==> src/rtl/uart_pkg.sv <==
// uart_pkg: shared FSM state type and parity helper for the UART transmitter
package uart_pkg;

    typedef enum logic [2:0] {IDLE, START, DATA, PARITY, STOP} uart_tx_state_t;

    // Data narrower than 8 bits is zero-extended, which leaves the XOR reduction unchanged.
    function automatic logic calc_parity(input logic [7:0] data, input logic odd);
        return ^data ^ odd;
    endfunction

endpackage

==> src/rtl/uart_tx_ctrl_counter.sv <==
// uart_tx_ctrl_counter: enabled up-counter that wraps to 0 after MAX_VALUE
//   clk        in  system clock
//   rst_n      in  asynchronous active-low reset
//   en_i       in  count enable
//   value_o    out current count
//   overflow_o out high when enabled at MAX_VALUE (the wrap cycle)
module uart_tx_ctrl_counter #(
    parameter int MAX_VALUE = 7,
    parameter int WIDTH     = 3
) (
    input  logic             clk,
    input  logic             rst_n,
    input  logic             en_i,
    output logic [WIDTH-1:0] value_o,
    output logic             overflow_o
);

    logic [WIDTH-1:0] value_q, value_d;

    assign overflow_o = en_i && value_q == WIDTH'(MAX_VALUE);
    assign value_d    = !en_i ? value_q : overflow_o ? '0 : value_q + WIDTH'(1);
    assign value_o    = value_q;

    always_ff @(posedge clk or negedge rst_n) begin
        if (!rst_n) value_q <= '0;
        else        value_q <= value_d;
    end

endmodule

==> src/rtl/uart_tx_ctrl.sv <==
// uart_tx_ctrl: serialises one handshaked byte as start, LSB-first data, optional parity, stop bits
//   clk        in  system clock
//   rst_n      in  asynchronous active-low reset
//   tx_data    in  byte to send, sampled on the accept edge
//   tx_valid   in  tx_data is valid
//   tx_ready   out idle, a byte can be accepted
//   tx         out registered serial line, idle high
//   busy       out frame in progress
//   frame_done out one-cycle pulse after the final stop bit
module uart_tx_ctrl
    import uart_pkg::*;
#(
    parameter int CLKS_PER_BIT = 868,
    parameter int DATA_BITS    = 8,
    parameter int PARITY_EN    = 0,
    parameter int PARITY_ODD   = 0,
    parameter int STOP_BITS    = 1
) (
    input  logic                 clk,
    input  logic                 rst_n,
    input  logic [DATA_BITS-1:0] tx_data,
    input  logic                 tx_valid,
    output logic                 tx_ready,
    output logic                 tx,
    output logic                 busy,
    output logic                 frame_done
);

    localparam int BAUD_W = $clog2(CLKS_PER_BIT);
    localparam int BIT_W  = $clog2(DATA_BITS);

    if (STOP_BITS != 1 && STOP_BITS != 2) begin : g_bad_stop_bits
        $error("STOP_BITS must be 1 or 2");
    end

    uart_tx_state_t       state_q, state_d;
    logic [DATA_BITS-1:0] shreg_q, shreg_d;
    logic                 par_q, par_d;
    logic                 stop_q, stop_d;
    logic                 tx_q, tx_d;
    logic                 done_q, done_d;
    logic [BAUD_W-1:0]    baud_val;
    logic [BIT_W-1:0]     bit_val;
    logic                 bit_end, last_bit, accept;

    uart_tx_ctrl_counter #(.MAX_VALUE(CLKS_PER_BIT - 1), .WIDTH(BAUD_W)) u_baud_cnt (
        .clk       (clk),
        .rst_n     (rst_n),
        .en_i      (state_q != IDLE),
        .value_o   (baud_val),
        .overflow_o()
    );

    uart_tx_ctrl_counter #(.MAX_VALUE(DATA_BITS - 1), .WIDTH(BIT_W)) u_bit_cnt (
        .clk       (clk),
        .rst_n     (rst_n),
        .en_i      (state_q == DATA && bit_end),
        .value_o   (bit_val),
        .overflow_o()
    );

    assign bit_end  = baud_val == BAUD_W'(CLKS_PER_BIT - 1);
    assign last_bit = bit_val == BIT_W'(DATA_BITS - 1);
    assign accept   = tx_valid && state_q == IDLE;

    always_comb begin
        state_d = state_q;
        unique case (state_q)
            IDLE:    state_d = accept ? START : IDLE;
            START:   state_d = bit_end ? DATA : START;
            DATA:    state_d = !(bit_end && last_bit) ? DATA : PARITY_EN != 0 ? PARITY : STOP;
            PARITY:  state_d = bit_end ? STOP : PARITY;
            STOP:    state_d = bit_end && (stop_q || STOP_BITS == 1) ? IDLE : STOP;
            default: state_d = IDLE;
        endcase
        shreg_d = accept ? tx_data : state_q == DATA && bit_end ? shreg_q >> 1 : shreg_q;
        par_d   = accept ? calc_parity(8'(tx_data), PARITY_ODD != 0) : par_q;
        // Toggles at the end of each stop bit, so it is set while the second stop bit runs.
        stop_d  = state_q == STOP ? stop_q ^ bit_end : 1'b0;
        // tx is registered from the next state so it changes on the same edge as the state.
        tx_d    = state_d == START ? 1'b0 : state_d == DATA ? shreg_d[0] : state_d == PARITY ? par_q : 1'b1;
        done_d  = state_q == STOP && state_d == IDLE;
    end

    always_ff @(posedge clk or negedge rst_n) begin
        if (!rst_n) begin
            state_q <= IDLE;
            shreg_q <= '0;
            par_q   <= 1'b0;
            stop_q  <= 1'b0;
            tx_q    <= 1'b1;
            done_q  <= 1'b0;
        end else begin
            state_q <= state_d;
            shreg_q <= shreg_d;
            par_q   <= par_d;
            stop_q  <= stop_d;
            tx_q    <= tx_d;
            done_q  <= done_d;
        end
    end

    assign tx_ready   = state_q == IDLE;
    assign busy       = state_q != IDLE;
    assign tx         = tx_q;
    assign frame_done = done_q;

endmodule

==> config.mk <==
export PLATFORM = sky130hd
export DESIGN_NAME = uart_tx_ctrl
export DESIGN_NICKNAME = d
export VERILOG_FILES = /design/src/rtl/uart_pkg.sv /design/src/rtl/uart_tx_ctrl_counter.sv /design/src/rtl/uart_tx_ctrl.sv
export SDC_FILE = /design/constraint.sdc
export NUM_CORES = 1
export LEC_CHECK = 0
export BUFFER_PORTS_ARGS = -buffer_cell sky130_fd_sc_hd__buf_2
export CAP_MARGIN = 25
export CORE_ASPECT_RATIO = 1.1
export CORE_UTILIZATION = 52
export DETAILED_ROUTE_END_ITERATION = 6
export GPL_TIMING_DRIVEN = 0
export MAX_ROUTING_LAYER = met4
export PLACE_DENSITY = 0.77
export SYNTH_ARGS = -nofsm -noshare
export SYNTH_HDL_FRONTEND = slang
export SYNTH_SLANG_ARGS = --single-unit
==> constraint.sdc <==
create_clock -name clk -period 2 [get_ports clk]
set_clock_uncertainty 0.2 [all_clocks]
set_input_delay 0.4 -clock clk [delete_from_list [all_inputs] [get_ports clk]]
set_output_delay 0.4 -clock clk [all_outputs]
set_load 0.02 [all_outputs]
==> impl_metrics.csv, run 1 <==
group,metric,value,unit
timing,hold_viol_final,0,
pwr,ir_drop,0.484,mV
logic_synthesis,synth.area.top_cells,"dfrtp_1 45%, xnor2_1 6.7%, a221o_1 4.2%",
placed_design,gp_congestion,0.823,
timing,timing.fmax,502,MHz
route,antenna_left,0,
setup_path,critPathLaunchType,"flop",
setup_path,cp_max_fo,5,
logic_synthesis,synth_cells,136,
cts,numCtsBuffers,3,
route,m1WireLength,1.31,mm
setup_path,reg2reg_from,"u_baud_cnt.value_o[1]",
route,first_pass_iters,4,
logic_synthesis,synth-async-reset-ratio,100,%
logic_synthesis,synth-seq-cells,27,
global_route,grt_pass1_vias,1174,
timing,worst_slew_pin_slew,0.601,ns
route,totalWireLength,3.10,mm
layout,n_antenna_cell,0,
setup_path,setup.worst_path.end,"tx",
timing,maxSlewViolCount,0,
route,wl_per_cell,15.2,um
cts,cts_tree,"done",
timing,tns,0,ns
layout,fillers,200,
route,via_per_inst,5.84,
logic_synthesis,synth_nets,150,
pwr,switchingPower,0.184,mW
floorplan,core_area,0.00257,mm2
floorplan,start_util,56.2,%
run,drv_cap,0,
pwr,internal-power,0.648,mW
cts,clk_root_buffer_cell,"clkbuf_4",
logic_synthesis,ys_seq_area_share,46.9,%
pwr,power_frac_clock,28.3,%
cts,cts_buffer_depth,2,
layout,nNetsFinal,187,
cts,clk_latency,0.32,ns
pwr,leakage,0.805,nW
setup_path,crit_required,2.06,ns
floorplan,num_io_pins,15,
setup_path,reg2reg_slack,0.009,ns
logic_synthesis,synth_cell_type_count,46,
logic_synthesis,synth_edf_count,0,
worst_hold_path,hold_path.class,"input pin to flop",
logic_synthesis,yosys.area.top_type,"dfrtp_1",
setup_path,cp-startpoint,"u_baud_cnt.value_o[1]",
layout,layout_commonest_cell,"dfrtp_1",
timing,maxSlewHeadroom,59.9,%
layout,final_cell_mix,"21 x dfrtp_1, 17 x buf_4, 15 x buf_2",
timing,rsz0062_at_grt,"yes",
global_route,grt_pass1_wl,5.10,mm
route,routed-wl-met3,66,um
timing,setup_viol,0,
cts,clkTransAtPathRegs,0.14,ns
cts,clock-sinks,27,
setup_path,reg2regPathDepth,6,
layout,stdcell_count,203,
setup_path,endpoint_kind,"flop",
setup_path,crit_arrival,2.05,ns
route,drc,0,
cts,h-tree-depth,1,
floorplan,rows,19,
timing,finalCriticalPeriod,1.99,ns
global_route,grt.overflow.total,0,
global_route,grt.total_usage,23.5,%
floorplan,dieArea,0.00299,mm2
route,vias,1185,
logic_synthesis,yosys.area.top_type_share,45.1,%
layout,drive_gt1_share,33.1,%
setup_path,worstSetupPathType,"flop to flop",
route,top_layer,"met4",
pwr,p_sw_share,22.1,%
timing,period_share,99.5,%
floorplan,die_h,57.2,um
logic_synthesis,synth_ff_type,"dfrtp_1",
floorplan,fp.dieW,52.2,um
global_route,grt_max_degree,28,
layout,syn_to_final_growth,23.8,%
logic_synthesis,synth_warnings,0,
setup_path,r2r-end,"tx",
logic_synthesis,avgSynthCellArea,10.6,um2
route,drt_iter0_drc,16,
global_route,antenna_found_initial,0,
placed_design,dp_hpwl,2.05,mm
pwr,power-per-cell-area,466,mW/mm2
placed_design,post-place-cells,181,
logic_synthesis,netlist_area,0.00144,mm2
pwr,combPwrFrac,6.0,%
outcome,status,"finished clean",
pwr,power_frac_seq,65.6,%
route,wl_met2,1.64,mm
placed_design,port_buffers,14,
==> worst min-delay path by stage <==
stage,to,startpoint,depth (start not counted)
2_1_floorplan,frame_done,rst_n,0
6_report,shreg_q[7],tx_data[7],2
4_1_cts,shreg_q[7],tx_data[7],2
3_3_place_gp,frame_done,rst_n,1
5_1_grt,shreg_q[1],tx_data[1],2
3_5_place_dp,u_baud_cnt.value_o[1],rst_n,1
==> area by class of cell <==
type	count	area [um2]	area share, %
flip-flops and latches	27	683	38.3
well taps	31	38.8	2.17
repair buffers	32	208	11.6
multi-input cells	104	802	44.9
plain buffers	2	16.3	0.911
inverters	3	11.3	0.631
clock buffers	4	26.3	1.47
==> logic make-up after synthesis <==
| kind of cell | count (synthesis) | share of synthesized area (%) |
|---|---|---|
| and+or+nand+nor | 61 | 24.8 |
| muxes | 1 | 0.781 |
| adders and majority gates | 3 | 2.60 |
| DFF | 27 | 46.9 |
| buffers and inverters | 5 | 1.91 |
| xor gates and xnor gates | 13 | 7.89 |
| AOI/OAI and AO/OA | 26 | 15.1 |
==> per-stage QoR <==
step           setup slack (ns)  area (um2)  total power, mW  hold slack [ns]  utilization, %
3_3_place_gp             -0.123        1560            0.604            0.232            60.7
2_1_floorplan            0.0537        1450            0.579          -0.0956               -
6_report                0.00908        1790            0.832            0.115            69.5
4_1_cts                 -0.0115        1700            0.843            0.113            66.0
3_5_place_dp             -0.183        1560            0.606            0.243            60.7
5_1_grt                 -0.0290        1790            0.869            0.115            69.5
==> synthesized netlist by cell type, types with 2 or more instances <==
cell / instances
dfrtp_1: 26
nand2_1: 13
nor2_1: 11
xnor2_1: 11
and2_1: 8
a221o_1: 6
o21ai_0: 5
nor3_1: 4
ha_1: 3
nand3_1: 3
nand3b_1: 3
nand4_1: 3
o21ai_1: 3
inv_1: 2
nand2b_1: 2
or2_2: 2
xor2_1: 2
==> critical path: stages, from the launching register on <==
cell and delay (ns):
dfrtp_1 0.45, ha_4 0.19, nand4bb_4 0.14, buf_4 0.17, nor3_2 0.38, o21ai_1 0.19, a22oi_2 0.19
==> sequential cells by signal (all words and copies together) (netlist names) <==
name / cells
par_q: 1
u_baud_cnt.value_o: 10
frame_done: 1
tx: 1
state_q: 3
shreg_q: 8
u_bit_cnt.value_o: 3
==> routing by layer <==
metal / up-vias / global-route usage (%)
met5: - / -
met4: 0 / 9.40
met3: 9 / 2.40
met2: 25 / 39.2
met1: 583 / 28.7
li1: 568 / -
==> what timing repair did <==
action                     in CTS  in global routing
setup buffers                   9                  8
pin swaps                       2                  6
hold endpoints to repair       26                  0
setup endpoints to repair      12                 14
hold buffers                    1                  0
gates resized for setup         8                  7
==> power groups by stage <==
stage          sequential (mW)  clock [mW]  combinational, mW
2_1_floorplan            0.556           0             0.0230
3_3_place_gp             0.556           0             0.0482
3_5_place_dp             0.556           0             0.0500
4_1_cts                  0.546       0.245             0.0517
5_1_grt                  0.546       0.265             0.0579
6_report                 0.546       0.236             0.0503
(Power assumes the default switching activity.)
==> run 2, diff against run 1 <==
CORE_MARGIN = 5   (was default)
CORE_UTILIZATION = 50   (was 52)
PLACE_DENSITY = 0.74   (was 0.77)
==> impl_metrics.csv, run 2 (synthesized netlist as in run 1, its figures left out) <==
group,metric,value,unit
timing,hold_viol_final,0,
layout,layout_commonest_cell,"dfrtp_1",
route,first_pass_iters,4,
floorplan,fp.dieW,61.2,um
floorplan,num_io_pins,15,
timing,setup_viol,1,
setup_path,cp_max_fo,6,
pwr,switchingPower,0.196,mW
worst_hold_path,hold_path.class,"input pin to flop",
route,wl_per_cell,15.4,um
floorplan,rows,20,
layout,utilization,65.0,%
timing,hold_slack,0.0924,ns
timing,period_share,100,%
pwr,power_frac_seq,64.9,%
global_route,antenna_found_initial,0,
timing,rsz0062_at_grt,"yes",
layout,drive_gt1_share,33.3,%
cts,clk_latency,0.34,ns
setup_path,endpoint_kind,"primary output",
setup_path,crit_buf_inv,2,
pwr,p_total,0.842,mW
placed_design,gp_congestion,0.826,
setup_path,crit_arrival,1.41,ns
global_route,grt_pass1_wl,5.11,mm
global_route,globalRoute.busiestLayer,"met2",
outcome,status,"finished, violations left",
setup_path,crit_required,1.40,ns
placed_design,dp_hpwl,2.07,mm
pwr,ir_drop,0.457,mV
setup_path,critPathLaunchType,"flop",
timing,maxSlewViolCount,0,
pwr,combPwrFrac,5.9,%
floorplan,start_util,51.9,%
floorplan,die_h,66.3,um
placed_design,dp_slack,-0.177,ns
route,drt_iter0_drc,38,
placed_design,port_buffers,14,
floorplan,dieArea,0.00406,mm2
cts,clkTransAtPathRegs,0.15,ns
layout,n_antenna_cell,0,
outcome,violations,"setup timing",
pwr,leakage,0.809,nW
setup_path,slowest_delay,0.48,ns
layout,nNetsFinal,186,
pwr,power-per-cell-area,466,mW/mm2
run,drv_cap,0,
cts,clock-sinks,27,
global_route,use_met3,1.95,%
timing,tns,-0.00971,ns
global_route,grt_max_degree,28,
cts,h-tree-depth,1,
layout,fillers,202,
setup_path,worstSetupPathType,"flop to primary output",
setup_path,cp-startpoint,"state_q[0]",
global_route,use_met2,26.3,%
global_route,gr-usage-met1,23.0,%
timing,timing.fmax,498,MHz
global_route,grt.total_usage,17.6,%
layout,syn_to_final_growth,25.1,%
pwr,internal-power,0.645,mW
timing,maxSlewHeadroom,60.6,%
worst_hold_path,worst_hold_startpoint,"tx_data[7]",
route,drc,0,
route,antenna_left,0,
setup_path,reg2reg_from,"state_q[2]",
timing,finalCriticalPeriod,2.01,ns
cts,numCtsBuffers,3,
global_route,grt.overflow.total,0,
layout,largest_reg_flops,10,
route,totalWireLength,3.14,mm
route,via_per_inst,5.82,
timing,worst_slack,-0.00971,ns
cts,clk_root_buffer_cell,"clkbuf_4",
setup_path,critical_path.cell_chain,"nor3_4, buf_4, buf_6",
pwr,p_sw_share,23.3,%
cts,cts_tree,"done",
pwr,power_frac_clock,29.3,%
setup_path,crit_family,"flip-flops",
layout,final_cell_mix,"21 x dfrtp_1, 15 x buf_4, 13 x nand2_1",
route,vias,1187,
setup_path,critPathSlowestCell,"dfrtp_2",
timing,worst_slew_pin_slew,0.591,ns
floorplan,core_area,0.00278,mm2
cts,cts_buffer_depth,2,
global_route,grt_pass1_vias,1100,
[run 2: cell count changes in the layout (fill, tap and decap cells not counted)]
cell      previous run  this run
clkinv_2             0         1
buf_6                1         5
buf_4               17        15
clkbuf_1             1         0
buf_2               15        12
[run 2: routing by layer]
layer / wire (um) / vias to the layer above
met1: 1390 / 580
li1: - / 566
met3: 114 / 10
met4: 121 / 0
met5: 0 / -
met2: 1510 / 31
[run 2: path summary, 6_finish.rpt]
path	cells after the start	end	slack (ns)
setup / recovery	3	tx_ready	-0.01
hold / removal	2	shreg_q[7]	0.09
setup reg to reg	4	tx	0.03
hold reg to reg	2	par_q	0.32
max in group asynchronous	2	state_q[0]	0.82
min in group asynchronous	2	u_baud_cnt.value_o[6]	0.36
[run 2: power groups by stage]
| stage | clock (mW) | sequential [mW] | combinational (mW) |
|---|---|---|---|
| 4_1_cts | 0.248 | 0.546 | 0.0509 |
| 3_3_place_gp | 0 | 0.556 | 0.0482 |
| 5_1_grt | 0.278 | 0.546 | 0.0554 |
| 3_5_place_dp | 0 | 0.556 | 0.0485 |
| 2_1_floorplan | 0 | 0.556 | 0.0230 |
| 6_report | 0.246 | 0.546 | 0.0493 |
[run 2: worst reg2reg max path: stages (launching register included)]
cell,delay (ns)
dfrtp_2,0.48
or3b_4,0.43
o41a_1,0.47
a2111oi_4,0.25
a22oi_2,0.08
[run 2: layout make-up]
type	count	area (um2)	share of cell area, %
repair buffers	31	216	12.0
well taps	33	41.3	2.29
flip-flops and latches	27	683	37.9
clock inverters	1	5.00	0.277
clock buffers	3	22.5	1.25
inverters	3	11.3	0.624
multi-input cells	104	802	44.5
plain buffers	2	22.5	1.25
[run 2: what timing repair did]
item	in CTS	in global routing
pin swaps	2	6
setup endpoints to repair	12	18
hold buffers	1	0
hold endpoints to repair	26	0
buffers inserted	5	11
gates resized for setup	9	14
[run 2: through the flow]
step                      cells  area, um2
after floorplan             136       1450
after global placement      183       1560
after detailed placement    183       1560
after CTS                   193       1670
after global routing        204       1800
final                       204       1800
==> run 3, diff against run 2 <==
TNS_END_PERCENT = 30   (was default)
==> impl_metrics.csv, run 3 (synthesized netlist as in run 1, its figures left out) <==
group,metric,value,unit
global_route,grt_pass1_wl,5.11,mm
placed_design,dpl_cell_area,0.00156,mm2
worst_hold_path,min_delay_worst_endpoint,"shreg_q[7]",
global_route,globalRoute.busiestLayer,"met2",
setup_path,r2r-end,"tx",
floorplan,die_h,66.3,um
placed_design,gp_congestion,0.826,
setup_path,endpoint_kind,"primary output",
setup_path,reg2reg_from,"u_baud_cnt.value_o[0]",
pwr,leakage,0.800,nW
cts,clk_latency,0.34,ns
timing,worst_slew_pin_slew,0.596,ns
floorplan,start_util,51.9,%
worst_hold_path,hold_path.class,"input pin to flop",
timing,tns,0,ns
cts,h-tree-depth,1,
global_route,gr-usage-met1,23.0,%
floorplan,core_area,0.00278,mm2
route,drt_iter0_drc,34,
pwr,p_total,0.836,mW
timing,timing.fmax,504,MHz
global_route,grt_max_degree,28,
layout,fin_area,0.00179,mm2
timing,maxSlewViolCount,0,
layout,layout_commonest_cell,"dfrtp_1",
worst_hold_path,whs_path_depth,2,
pwr,ir_drop,0.456,mV
run,drv_cap,0,
setup_path,reg2regPathDepth,8,
route,wl_per_cell,15.2,um
setup_path,crit_required,1.40,ns
layout,nNetsFinal,185,
layout,drive_gt1_share,32.9,%
floorplan,num_io_pins,15,
timing,rsz0062_at_grt,"yes",
cts,clkTransAtPathRegs,0.15,ns
cts,numCtsBuffers,3,
global_route,grt.overflow.total,0,
layout,largest_reg_flops,10,
global_route,use_met3,1.95,%
route,antenna_left,0,
global_route,grt.total_usage,17.6,%
cts,clk_root_buffer_cell,"clkbuf_4",
route,via_per_inst,5.75,
timing,hold_viol_final,0,
setup_path,cp_max_fo,7,
setup_path,reg2reg_slack,0.03,ns
timing,finalCriticalPeriod,1.98,ns
floorplan,rows,20,
cts,cts_buffer_depth,2,
timing,hold_slack,0.0991,ns
route,vias,1167,
cts,clock-sinks,27,
placed_design,port_buffers,14,
route,drc,0,
layout,n_antenna_cell,0,
timing,maxSlewHeadroom,60.2,%
floorplan,dieArea,0.00406,mm2
setup_path,crit_arrival,1.38,ns
route,totalWireLength,3.08,mm
placed_design,dp_hpwl,2.07,mm
route,first_pass_iters,4,
outcome,status,"finished clean",
global_route,grt_pass1_vias,1099,
global_route,use_met2,26.3,%
setup_path,worstSetupPathType,"flop to primary output",
layout,syn_to_final_growth,23.9,%
cts,cts_tree,"done",
global_route,antenna_found_initial,0,
timing,setup_viol,0,
timing,period_share,99.2,%
pwr,power-per-cell-area,468,mW/mm2
worst_hold_path,worst_hold_startpoint,"tx_data[7]",
setup_path,critPathLaunchType,"flop",
layout,final_cell_mix,"21 x dfrtp_1, 14 x buf_4, 13 x nand2_1, 13 x buf_2, 11 x xnor2_1",
floorplan,fp.dieW,61.2,um
run 3: cell count changes in the layout (fill, tap and decap cells not counted):
cell      previous run  this run
buf_2               12        13
buf_4               15        14
clkbuf_4             3         4
buf_6                5         3
run 3: per-layer routing:
layer,part of all wire [%],vias up
met4,2.1,0
li1,-,569
met3,4.3,4
met2,50,33
met1,44,561
met5,0,-
run 3: layout make-up:
type | count | area, um2
Clock buffer | 3 | 22.5
Timing Repair Buffer | 30 | 203
Multi-Input combinational cell | 104 | 802
Fill cell | 208 | 991
Sequential cell | 27 | 683
Clock inverter | 1 | 5.00
Buffer | 2 | 18.8
Tap cell | 33 | 41.3
Inverter | 3 | 11.3
run 3: how the worst max path moves through the flow:
stage | start | to | slack, ns | cells past startpoint
CTS | state_q[2] | u_bit_cnt.value_o[0] | -0.04 | 4
detailed placement | u_baud_cnt.value_o[0] | u_bit_cnt.value_o[0] | -0.18 | 5
global route | state_q[0] | busy | -0.07 | 3
floorplan | state_q[0] | shreg_q[2] | 0.05 | 5
global placement | u_baud_cnt.value_o[0] | u_bit_cnt.value_o[0] | -0.10 | 5
finish | state_q[0] | busy | 0.02 | 3
run 3: power breakdown:
group	internal (mW)	switching, mW	total, mW
Combinational	0.0238	0.0255	0.0493
Sequential	0.546	0	0.546
Clock	0.0753	0.166	0.241
run 3: metrics by stage:
| step | setup WS [ns] | std cells | utilization, % |
|---|---|---|---|
| 2_1_floorplan | 0.0537 | 136 | - |
| 3_3_place_gp | -0.103 | 183 | 56.2 |
| 3_5_place_dp | -0.177 | 183 | 56.2 |
| 4_1_cts | -0.0351 | 193 | 59.9 |
| 5_1_grt | -0.0748 | 203 | 64.3 |
| 6_report | 0.0150 | 203 | 64.3 |
run 3: worst max-delay path, stage by stage, from the launching register on:
cell,delay [ns]
dfrtp_2,0.48
nor3_4,0.33
inv_2,0.09
buf_6,0.14
run 3: repair_timing:
item                       4_1_cts  5_1_grt
setup endpoints to repair       12       18
resized for setup                7       12
hold buffers                     1        0
setup buffers                    5       10
pin swaps                        2        6
hold endpoints to repair        26        0
